<file path="config.mk">
export PLATFORM = sky130hd
export DESIGN_NAME = pipeline_ctrl
export DESIGN_NICKNAME = d
export VERILOG_FILES = /design/src/rtl/pipe_pkg.sv /design/src/rtl/load_use_detect.sv /design/src/rtl/pipeline_ctrl.sv
export SDC_FILE = /design/constraint.sdc
export NUM_CORES = 1
export LEC_CHECK = 0
export ABC_AREA = 1
export CORE_AREA = 2 2 44 46
export CTS_BUF_LIST = sky130_fd_sc_hd__clkbuf_4 sky130_fd_sc_hd__clkbuf_8
export DETAILED_ROUTE_END_ITERATION = 8
export DIE_AREA = 0 0 46 48
export PLACE_DENSITY = 0.67
export SLEW_MARGIN = 20
export SYNTH_ARGS = -nofsm -noshare
export SYNTH_HDL_FRONTEND = slang
export SYNTH_HIERARCHICAL = 1
export SYNTH_SLANG_ARGS = --single-unit
</file>
<file path="constraint.sdc">
create_clock -name clk -period 1.7 [get_ports clk]
set_clock_uncertainty 0.05 [all_clocks]
set_input_delay 0.34 -clock clk [delete_from_list [all_inputs] [get_ports clk]]
set_output_delay 0.34 -clock clk [all_outputs]
set_load 0.005 [all_outputs]
</file>
<file path="src/rtl/pipe_pkg.sv">
// rtl/pipe_pkg.sv - shared state type and constants for the pipeline controller
package pipe_pkg;

    localparam int REG_ADR_W = 3;
    localparam int DRAIN_CNT_W = 2;
    localparam logic [DRAIN_CNT_W-1:0] DRAIN_CYCLES = 2'd2;
    localparam int STALL_CNT_W = 16;

    typedef enum logic [1:0] {
        RUN    = 2'd0,
        DRAIN  = 2'd1,
        HALTED = 2'd2
    } pipe_state_t;

    // True when a register read in ID is live and matches the EX destination
    function automatic logic reg_match(
        input logic                 use_reg,
        input logic [REG_ADR_W-1:0] src_adr,
        input logic [REG_ADR_W-1:0] dst_adr
    );
        return use_reg && (src_adr == dst_adr);
    endfunction

endpackage

</file>
<file path="src/rtl/load_use_detect.sv">
// rtl/load_use_detect.sv - combinational load-use hazard compare between ID sources and EX load
module load_use_detect
    import pipe_pkg::*;
(
    input  logic                 from_main_mem_ex,
    input  logic [REG_ADR_W-1:0] regwrite_adr_ex,
    input  logic [REG_ADR_W-1:0] rs_id,
    input  logic [REG_ADR_W-1:0] rt_id,
    input  logic                 use_rs_id,
    input  logic                 use_rt_id,
    output logic                 hazard
);

    logic rs_hit;
    logic rt_hit;

    assign rs_hit = reg_match(use_rs_id, rs_id, regwrite_adr_ex);
    assign rt_hit = reg_match(use_rt_id, rt_id, regwrite_adr_ex);
    assign hazard = from_main_mem_ex && (rs_hit || rt_hit);

endmodule

</file>
<file path="src/rtl/pipeline_ctrl.sv">
// rtl/pipeline_ctrl.sv - pipeline stall/flush/halt controller; PIPE_CTRL_STATS_EN adds a stall cycle counter
module pipeline_ctrl
    import pipe_pkg::*;
(
    input  logic                   clk,
    input  logic                   reset,
    input  logic [REG_ADR_W-1:0]   rs_id,
    input  logic [REG_ADR_W-1:0]   rt_id,
    input  logic                   use_rs_id,
    input  logic                   use_rt_id,
    input  logic [REG_ADR_W-1:0]   regwrite_adr_ex,
    input  logic                   from_main_mem_ex,
    input  logic                   branch_taken_ex,
    input  logic                   is_halt_ex,
    input  logic                   mem_busy,
    input  logic                   restart,
    output logic                   pc_en,
    output logic                   en_ifid,
    output logic                   flush_ifid,
    output logic                   en_idex,
    output logic                   flush_idex,
    output logic                   en_exmem,
    output logic                   en_memwb,
    output logic                   halted
`ifdef PIPE_CTRL_STATS_EN
    ,
    output logic [STALL_CNT_W-1:0] stall_cycles
`endif
);

    pipe_state_t            state_q;
    pipe_state_t            state_d;
    logic [DRAIN_CNT_W-1:0] drain_cnt_q;
    logic [DRAIN_CNT_W-1:0] drain_cnt_d;
    logic                   lu_stall_q;
    logic                   lu_stall_d;
    logic                   lu_hazard;

    load_use_detect u_load_use_detect (
        .from_main_mem_ex (from_main_mem_ex),
        .regwrite_adr_ex  (regwrite_adr_ex),
        .rs_id            (rs_id),
        .rt_id            (rt_id),
        .use_rs_id        (use_rs_id),
        .use_rt_id        (use_rt_id),
        .hazard           (lu_hazard)
    );

    always_ff @(posedge clk or posedge reset) begin
        if (reset) begin
            state_q     <= RUN;
            drain_cnt_q <= '0;
            lu_stall_q  <= 1'b0;
        end else begin
            state_q     <= state_d;
            drain_cnt_q <= drain_cnt_d;
            lu_stall_q  <= lu_stall_d;
        end
    end

    always_comb begin
        state_d     = state_q;
        drain_cnt_d = drain_cnt_q;
        lu_stall_d  = lu_stall_q;
        pc_en       = 1'b0;
        en_ifid     = 1'b0;
        flush_ifid  = 1'b0;
        en_idex     = 1'b0;
        flush_idex  = 1'b0;
        en_exmem    = 1'b0;
        en_memwb    = 1'b0;
        halted      = 1'b0;

        if (reset) begin
            flush_ifid = 1'b1;
            flush_idex = 1'b1;
        end else begin
            case (state_q)
                RUN: begin
                    if (mem_busy) begin
                        // Full freeze; the one-shot load-use flag is kept as is
                    end else if (is_halt_ex) begin
                        en_idex     = 1'b1;
                        flush_idex  = 1'b1;
                        en_exmem    = 1'b1;
                        en_memwb    = 1'b1;
                        state_d     = DRAIN;
                        drain_cnt_d = DRAIN_CYCLES;
                        lu_stall_d  = 1'b0;
                    end else if (branch_taken_ex) begin
                        pc_en      = 1'b1;
                        en_ifid    = 1'b1;
                        en_idex    = 1'b1;
                        en_exmem   = 1'b1;
                        en_memwb   = 1'b1;
                        flush_ifid = 1'b1;
                        flush_idex = 1'b1;
                        lu_stall_d = 1'b0;
                    end else if (lu_hazard && !lu_stall_q) begin
                        // One bubble; the flag stops the same load stalling twice
                        en_idex    = 1'b1;
                        flush_idex = 1'b1;
                        en_exmem   = 1'b1;
                        en_memwb   = 1'b1;
                        lu_stall_d = 1'b1;
                    end else begin
                        pc_en      = 1'b1;
                        en_ifid    = 1'b1;
                        en_idex    = 1'b1;
                        en_exmem   = 1'b1;
                        en_memwb   = 1'b1;
                        lu_stall_d = 1'b0;
                    end
                end

                DRAIN: begin
                    flush_idex = 1'b1;
                    en_idex    = !mem_busy;
                    en_exmem   = !mem_busy;
                    en_memwb   = !mem_busy;
                    if (!mem_busy && drain_cnt_q != '0) begin
                        drain_cnt_d = drain_cnt_q - 1'b1;
                        if (drain_cnt_q == 2'd1) begin
                            state_d = HALTED;
                        end
                    end
                end

                HALTED: begin
                    halted = 1'b1;
                    if (restart) begin
                        pc_en      = 1'b1;
                        en_ifid    = 1'b1;
                        en_idex    = 1'b1;
                        flush_ifid = 1'b1;
                        flush_idex = 1'b1;
                        state_d    = RUN;
                        lu_stall_d = 1'b0;
                    end
                end

                default: begin
                    state_d     = RUN;
                    drain_cnt_d = '0;
                    lu_stall_d  = 1'b0;
                end
            endcase
        end
    end

`ifdef PIPE_CTRL_STATS_EN
    always_ff @(posedge clk or posedge reset) begin
        if (reset) begin
            stall_cycles <= '0;
        end else if (state_q == RUN && !pc_en && stall_cycles != {STALL_CNT_W{1'b1}}) begin
            stall_cycles <= stall_cycles + 1'b1;
        end
    end
`endif

endmodule
</file>
==> metrics, run 1 <==
Inserted Diodes=0; Synth Area in XOR/XNOR=0; Hold Violations, Final=0; vias in the first global route=726; CP Capture Type=output port; CTS tree=built; final worst slack=-0.135 ns; area leader, netlist=nand2_1; slew margin rel.=0.866; main combinational cell family by area after synthesis=simple AND/OR/NAND/NOR gates; Via density=4.52; CORE AREA=1690 um^2; Area Overhead vs Synth=89.1%; Hold Crit Class=reg2reg; Initial DRC Count=11; Worst Min Path Start=lu_stall_q; VDD IR-drop max=0.630 mV; detailed-route wire length=1850 um; Nets=175; critical path class=reg2out; crit path capture=pc_en; Slew Limit Fails=0; IO Port Bufs=25; Design Power=1.09 mW; synthesized net count=124; die width=46 um; GRT Residual Overflow=0; reg2reg path depth=9; reg2reg start=lu_stall_q; post-synthesis mux area share=0; Max Root-Sink Buffers=2; synth unique cells=15; clk sinks=5; fraction of layout cells with a size suffix above 1=0.519; 1st-pass router iterations=4; Post-route DRC=0; proportion of netlist area held by the largest area contributor=0.268; status=finished, violations left; top cells by area, synth=nand2_1 (27%), dfrtp_1 (22%), inv_1 (13%), nand3_1 (6.1%), nor2_1 (5.9%); first-pass GRT wire length=2880 um; RSZ-0062 raised after global routing=yes; largest net degree at the start of global routing=8; Detail Route Antenna Nets=0; Least-Margin Pin Slew=0.201 ns; final setup fails=5; Initial Utilization=0.340; cts hold-fix bufs=0; Mean Syn Cell Area=5.52 um^2; post-synthesis adder-cell area fraction=0.0436; Total Routing Usage GR=0.184; startpoint types=flip-flop; initial antenna violation count=0; CTS Buf Count=3; max_cap viols=0; H-tree Lvls=1; CP arrival=1.44 ns; Wirelength per Cell=10.8 um; reg2reg setup slack=0.33 ns; Synth Cell Area=574 um^2; Reg clk slew, reported paths=0.04 ns; Ys Warns=6; CTS root buffer=clkbuf_4; Leakage=0.608 nW; Simple-Gate Fraction of Synth Area=0.481; Gate Count Post-Synth=104; post-synthesis compound-gate area fraction=0.0806; # fillers=159; std cell rows=15; crit path time final=1.83 ns; detailed-route via count=773; dpl hpwl=1220 um; FF+latch count, synth=5; CP startpoint=state_q[1]; Power Density=1010 nW/um^2; Fmax=0.545 GHz; die height=48 um; Data required, critical path=1.31 ns; final worst path period share=1.08; GPL Wtd Cong=0.784; placement-stage worst setup slack=-0.766 ns; Clk Latency, worst-skew pair=0.23 ns; Die Area=2210 um^2; Critical R2R Capture=lu_stall_q; sequential share of the synthesized area=0.218; number of I/O pins=26; crit path max fanout=2; failing checks=setup timing
final cells by class:
| cell class | instances | area (um^2) | share of cell area |
|---|---|---|---|
| Clock buffer | 4 | 30.0 | 0.0276 |
| Inverter | 23 | 88.8 | 0.0818 |
| Multi-Input combinational cell | 74 | 417 | 0.384 |
| Sequential cell | 5 | 125 | 0.115 |
| Tap cell | 17 | 21.3 | 0.0196 |
| Timing Repair Buffer | 48 | 404 | 0.372 |
cells in the mapped netlist (all sizes together):
cell type and count:
a21oi 3, buf 2, dfrtp 5, ha 2, inv 23, nand2 41, nand3 8, nand4 4
nor2 12, o21ai 4
where the power goes:
| part | switching, mW | internal, mW | total, mW |
|---|---|---|---|
| registers | 0.0307 | 0.163 | 0.194 |
| clock network | 0.0418 | 0.104 | 0.146 |
| logic | 0.375 | 0.378 | 0.753 |
placed cells by master (no fill, tap or decap):
master and n:
ha_1 2, buf_8 1, o21ai_1 2, nand2_2 7
nand3_2 5, buf_6 10, o21ai_2 2, nor2_1 5
nor2_4 2, dlygate4sd2_1 2, a21oi_2 2, clkbuf_2 5
nand4_1 4, nand2_4 1, dfrtp_1 5, clkdlybuf4s15_1 1
buf_4 20, inv_4 1, a21oi_1 1, inv_2 10
clkdlybuf4s15_2 1, dlymetal6s2s_1 1, clkbuf_4 4, buf_2 4
nor2_2 5, inv_1 12, nand3_1 3, nand2_1 33
clkdlybuf4s50_1 3
critical path, cell delays in order (launching register included):
cell and delay (ns):
dfrtp_1 0.38, buf_6 0.13, nor2_4 0.08, nand2_2 0.06, nor2_2 0.12, buf_4 0.14, nand2_4 0.04, a21oi_2 0.12
buf_2 0.13
stage by stage:
stage,instances,setup TNS (ns),util,cell area (um^2),hold slack [ns]
after floorplan,104,0,-,574,0.102
after global placement,157,-3.76,0.550,928,0.417
after detailed placement,157,-3.93,0.550,928,0.439
after CTS,170,-0.564,0.607,1020,0.441
after global routing,171,-0.612,0.643,1090,0.492
final,171,-0.373,0.643,1090,0.444
timing repair:
item / CTS / global route
setup endpoints to repair: 8 / 9
endpoints found under the hold margin: 0 / 0
buffers inserted: 10 / 2
pin swaps: 20 / 25
resized for setup: 56 / 55
per-layer routing:
metal | vias up | GRT usage | share of wire | wire [um]
li1 | 413 | - | - | -
met1 | 337 | 0.211 | 0.42 | 770
met2 | 21 | 0.347 | 0.54 | 1000
met3 | 2 | 0.0226 | 0.034 | 63
met4 | 0 | 0.0686 | 0.0065 | 12
met5 | - | 0 | 0 | 0
sequential cells by signal, indices dropped and copies added (netlist names):
signal / cells
state_q: 2
lu_stall_q: 1
drain_cnt_q: 2
cells by family (layout without fill, tap and decap cells):
family | after synthesis | in the layout
adders and majority gates | 2 | 2
and+or+nand+nor | 65 | 65
AOI/OAI and AO/OA | 7 | 7
buffers and inverters | 25 | 75
DFF | 5 | 5
worst min path at each step:
stage	to	slack, ns	depth (start not counted)
5_1_grt	drain_cnt_q[1]	0.49	2
3_3_place_gp	lu_stall_q	0.42	2
6_report	lu_stall_q	0.44	2
4_1_cts	lu_stall_q	0.44	2
3_5_place_dp	lu_stall_q	0.44	2
2_1_floorplan	drain_cnt_q[0]	0.10	1
No activity file was read; power rests on OpenSTA's default activity.
==> run 2: changes to the inputs <==
--- a/config.mk
+++ b/config.mk
@@ -6,11 +6,11 @@
 export NUM_CORES = 1
 export LEC_CHECK = 0
 export ABC_AREA = 1
-export CORE_AREA = 2 2 44 46
+export CORE_AREA = 2 2 40 42
 export CTS_BUF_LIST = sky130_fd_sc_hd__clkbuf_4 sky130_fd_sc_hd__clkbuf_8
 export DETAILED_ROUTE_END_ITERATION = 8
-export DIE_AREA = 0 0 46 48
-export PLACE_DENSITY = 0.67
+export DIE_AREA = 0 0 42 44
+export PLACE_DENSITY = 0.79
 export SLEW_MARGIN = 20
 export SYNTH_ARGS = -nofsm -noshare
 export SYNTH_HDL_FRONTEND = slang
==> run 2 against run 1 <==
The run still ends with setup timing left; critical endpoint is now en_ifid; fmax up 1.6%; highest routed layer unchanged; final cell count down 5.8%; wire length down 10%; setup slack better by 0.028 ns; non-clock buffer count down 9; sequential cell count unchanged; total power down 11%; die area down 16%.
==> metrics, run 2 (synthesized netlist as in run 1, its figures left out) <==
Slew Limit Fails=0; Total Routing Usage GR=0.192; Placed Instances=155; Hold Violations, Final=0; Finished Layout Cells=161; Clk Latency, worst-skew pair=0.24 ns; H-tree Lvls=1; Initial DRC Count=9; commonest non-fill, non-tap cell in the layout=nand2_1; Max Root-Sink Buffers=2; CP Capture Type=output port; largest net degree at the start of global routing=8; Reg clk slew, reported paths=0.05 ns; IO Port Bufs=25; Detail Route Antenna Nets=0; CP arrival=1.42 ns; critical path class=reg2out; Initial Utilization=0.405; die width=42 um; Nets=166; startpoint types=flip-flop; CTS Buf Count=3; VDD IR-drop max=0.575 mV; # fillers=131; detailed-route via count=752; dpl hpwl=1270 um; clk sinks=5; CTS root buffer=clkbuf_4; Top Metal Used=met4; met2 WL=912 um; most frequent cells in the layout=nand2_1 (36), inv_1 (18), buf_4 (14); Wirelength per Cell=10.3 um; Power Density=1060 nW/um^2; std cell rows=14; final worst path period share=1.06; cts hold-fix bufs=0; Data required, critical path=1.31 ns; detailed-route wire length=1660 um; initial antenna violation count=0; Routed met3 length=70 um; failing checks=setup timing; CORE AREA=1420 um^2; status=finished, violations left; met1 wire length=660 um; Post-route DRC=0; first-pass GRT wire length=2700 um; number of I/O pins=26; Hold Crit Class=reg2reg; vias in the first global route=728; GRT Residual Overflow=0; multi-input logic area=382 um^2; Setup Total Neg Slack=-0.262 ns; Area Overhead vs Synth=60.3%; Leakage=0.548 nW; final setup fails=3; CTS tree=built; GPL Wtd Cong=0.807; RSZ-0062 raised after global routing=yes; max_cap viols=0; Top Registers=drain_cnt_q x2, state_q x2, lu_stall_q x1; Via density=4.67; register area=125 um^2; Fmax=0.554 GHz; slew margin rel.=0.855; die height=44 um; fraction of layout cells with a size suffix above 1=0.372; Least-Margin Pin Slew=0.218 ns; Inserted Diodes=0; crit path max fanout=2; 1st-pass router iterations=4; crit path time final=1.81 ns; Die Area=1850 um^2; final worst slack=-0.107 ns
run 2: cell types whose count changed in the layout (fill, tap and decap cells not counted), moves of 2 or more:
cell           delta
nand2_2           -2
nor2_1            +3
nor2_4            -2
inv_2             -5
buf_2             +2
inv_1             +6
nand2_1           +3
buf_4             -6
clkbuf_2          +3
buf_6            -10
dlygate4sd2_1     +4
run 2: worst paths after layout:
kind	end	depth (start not counted)	start	slack [ns]
worst min register to register	drain_cnt_q[1]	2	drain_cnt_q[1]	0.45
worst max-delay path	en_ifid	7	state_q[0]	-0.11
worst max register to register	drain_cnt_q[1]	9	state_q[0]	0.35
worst min-delay path	drain_cnt_q[1]	2	drain_cnt_q[1]	0.45
min in group asynchronous	state_q[0]	3	reset	0.53
max in group asynchronous	drain_cnt_q[1]	3	reset	0.95
run 2: repair_timing:
item	4_1_cts	5_1_grt
pin swaps	19	14
setup buffers	4	0
resized for setup	45	23
cloned	0	0
endpoints found under the setup margin	8	8
hold endpoints to repair	0	0
run 2: critical path, cell delays in order (launching register included):
cell and delay (ns):
dfrtp_1 0.38, nor2_2 0.16, nand2_2 0.09, nor2_2 0.13
buf_4 0.13, nand2_2 0.04, a21oi_2 0.12, buf_2 0.13
run 2: metal layers:
metal,up-vias,track usage
li1,394,-
met1,328,0.186
met2,28,0.394
met3,2,0.0167
met4,0,0.103
met5,-,0
run 2: cell type report:
cell class	count	area share
flip-flops and latches	5	0.136
clock buffers	4	0.0326
inverters	23	0.0938
repair buffers	39	0.302
multi-input cells	74	0.414
well taps	16	0.0217
run 2: power breakdown:
part | internal (mW) | total, mW | switching, mW
Sequential | 0.163 | 0.190 | 0.0267
Combinational | 0.290 | 0.635 | 0.345
Clock | 0.104 | 0.149 | 0.0447
Total | 0.558 | 0.974 | 0.417
run 2: metrics by stage:
| stage | worst slack (ns) | hold WS, ns | area [um^2] | util | total power [mW] |
|---|---|---|---|---|---|
| floorplan | 0.144 | 0.102 | 574 | - | 0.533 |
| global placement | -0.745 | 0.423 | 920 | 0.648 | 0.809 |
| detailed placement | -0.798 | 0.460 | 920 | 0.648 | 0.834 |
| CTS | -0.145 | 0.469 | 948 | 0.668 | 0.977 |
| global route | -0.257 | 0.481 | 921 | 0.649 | 1.07 |
| finish | -0.107 | 0.453 | 921 | 0.649 | 0.974 |
==> run 3: changes to the inputs <==
--- a/config.mk
+++ b/config.mk
@@ -6,11 +6,11 @@
 export NUM_CORES = 1
 export LEC_CHECK = 0
 export ABC_AREA = 1
-export CORE_AREA = 2 2 40 42
+export CORE_AREA = 2 2 41 43
 export CTS_BUF_LIST = sky130_fd_sc_hd__clkbuf_4 sky130_fd_sc_hd__clkbuf_8
 export DETAILED_ROUTE_END_ITERATION = 8
-export DIE_AREA = 0 0 42 44
-export PLACE_DENSITY = 0.79
+export DIE_AREA = 0 0 43 45
+export PLACE_DENSITY = 0.75
 export SLEW_MARGIN = 20
 export SYNTH_ARGS = -nofsm -noshare
 export SYNTH_HDL_FRONTEND = slang
==> run 3 against run 2 <==
The flow still finishes with violations (setup timing); total power rose by 7.6%; critical path depth rose by 1; design area rose by 13%; setup slack got worse by 0.019 ns; die area rose by 4.7%; sequential power barely moved; clock power barely moved; wire length fell by 9.3%; critical path type unchanged; largest power group unchanged; highest routed layer unchanged.
==> metrics, run 3 (synthesized netlist as in run 1, its figures left out) <==
status=finished, violations left; failing checks=setup timing; Gate power share=0.674; P_sw=439 uW; Hold Slack=0.206 ns; H-tree Lvls=1; std cell rows=14; Crit path buffers/inverters=3; switching share of total power=0.419; Least-Margin Pin Slew=0.267 ns; detailed-route via count=751; Power Density=1000 nW/um^2; vias in the first global route=715; CP arrival=1.44 ns; max_cap viols=0; Die Area=1940 um^2; CTS tree=built; Pint=609 uW; VDD IR-drop max=0.560 mV; final worst slack=-0.126 ns; Post-route DRC=0; commonest non-fill, non-tap cell in the layout=nand2_1; CORE AREA=1470 um^2; CTS root buffer=clkbuf_4; max incr delay on CP=0.38 ns; RSZ-0062 raised after global routing=yes; Clk Latency, worst-skew pair=0.23 ns; crit path time final=1.83 ns; Max stage delay cell, worst path=dfrtp_1; CTS Buf Count=3; CP Capture Type=output port; fraction of layout cells with a size suffix above 1=0.486; Wirelength per Cell=9.28 um; critical path, cell by cell=buf_6 -> nor2_4 -> nand2_2 -> nor2_4 -> buf_6 -> nand2_4 -> a21oi_4 -> buf_2; detailed-route wire length=1500 um; Flop pwr share=0.184; Detail Route Antenna Nets=0; Nets=167; final setup fails=3; Initial Utilization=0.390; crit path max fanout=2; Data required, critical path=1.31 ns; Area Overhead vs Synth=81.9%; Fmax=0.548 GHz; Reg clk slew, reported paths=0.04 ns; Inserted Diodes=0; # fillers=122; most frequent cells in the layout=nand2_1 (30), inv_1 (12), buf_4 (12); final worst path period share=1.07; initial antenna violation count=0; die width=43 um; clock network fraction of total power=0.142; Design Power=1.05 mW; Leakage=0.590 nW; Total Routing Usage GR=0.176; 1st-pass router iterations=1; Via density=4.64; cts hold-fix bufs=0; IO Port Bufs=25; first-pass GRT wire length=2590 um; CP top delay family=flip-flops; Initial DRC Count=0; Top Registers=drain_cnt_q x2, state_q x2, lu_stall_q x1; largest net degree at the start of global routing=8; Hold Violations, Final=0; GPL Wtd Cong=0.811; number of I/O pins=26; slew margin rel.=0.821; GRT Residual Overflow=0; Slew Limit Fails=0; critical path class=reg2out; Max Root-Sink Buffers=2; clk sinks=5; startpoint types=flip-flop; Hold Crit Class=in2async; die height=45 um; dpl hpwl=1160 um
[run 3: worst paths after layout]
path / from / to / slack (ns) / cells past startpoint
max in group asynchronous: reset / state_q[1] / 1.28 / 3
min in group clk: drain_cnt_q[1] / drain_cnt_q[1] / 0.44 / 2
worst min register to register: drain_cnt_q[1] / drain_cnt_q[1] / 0.44 / 2
worst max register to register: state_q[0] / state_q[1] / 0.31 / 9
worst max-delay path: state_q[1] / en_ifid / -0.13 / 8
worst min-delay path: reset / state_q[0] / 0.21 / 3
[run 3: metal layers]
layer / part of all wire / wire (um) / global-route usage
met1: 0.41 / 610 / 0.189
met2: 0.53 / 801 / 0.345
met3: 0.045 / 68 / 0.0240
met4: 0.015 / 23 / 0.0727
met5: 0 / 0 / 0
[run 3: timing repair]
item / in CTS / in global routing
pin swaps: 20 / 24
endpoints found under the setup margin: 8 / 8
setup buffers: 5 / 2
resized for setup: 56 / 58
gates cloned: 0 / 0
[run 3: layout make-up]
type | count | area, um^2 | share of cell area
clock buffers | 4 | 30.0 | 0.0287
inverters | 23 | 88.8 | 0.0850
multi-input cells | 74 | 428 | 0.410
flip-flops and latches | 5 | 125 | 0.120
well taps | 16 | 20.0 | 0.0192
repair buffers | 40 | 353 | 0.338
[run 3: power groups by stage]
| stage | clock (mW) | combinational [mW] | sequential [mW] |
|---|---|---|---|
| floorplan | 0 | 0.332 | 0.200 |
| global placement | 0 | 0.610 | 0.188 |
| detailed placement | 0 | 0.622 | 0.191 |
| CTS | 0.156 | 0.650 | 0.194 |
| global route | 0.164 | 0.791 | 0.197 |
| finish | 0.149 | 0.707 | 0.193 |
[run 3: through the flow]
| stage | worst slack (ns) | cell area [um^2] | setup TNS [ns] | cells | utilization |
|---|---|---|---|---|---|
| detailed placement | -0.751 | 912 | -3.82 | 154 | 0.620 |
| finish | -0.126 | 1040 | -0.346 | 162 | 0.710 |
| global route | -0.211 | 1040 | -0.696 | 162 | 0.710 |
| global placement | -0.737 | 912 | -3.64 | 154 | 0.620 |
| floorplan | 0.144 | 574 | 0 | 104 | - |
| CTS | -0.171 | 967 | -0.550 | 161 | 0.657 |
[run 3: worst register-to-register path, delay by kind of cell (launching register included)]
family	cells	cell delay, ns
flops	1	0.40
simple gates	4	0.29
compound gates	1	0.07
buf+inv	4	0.48
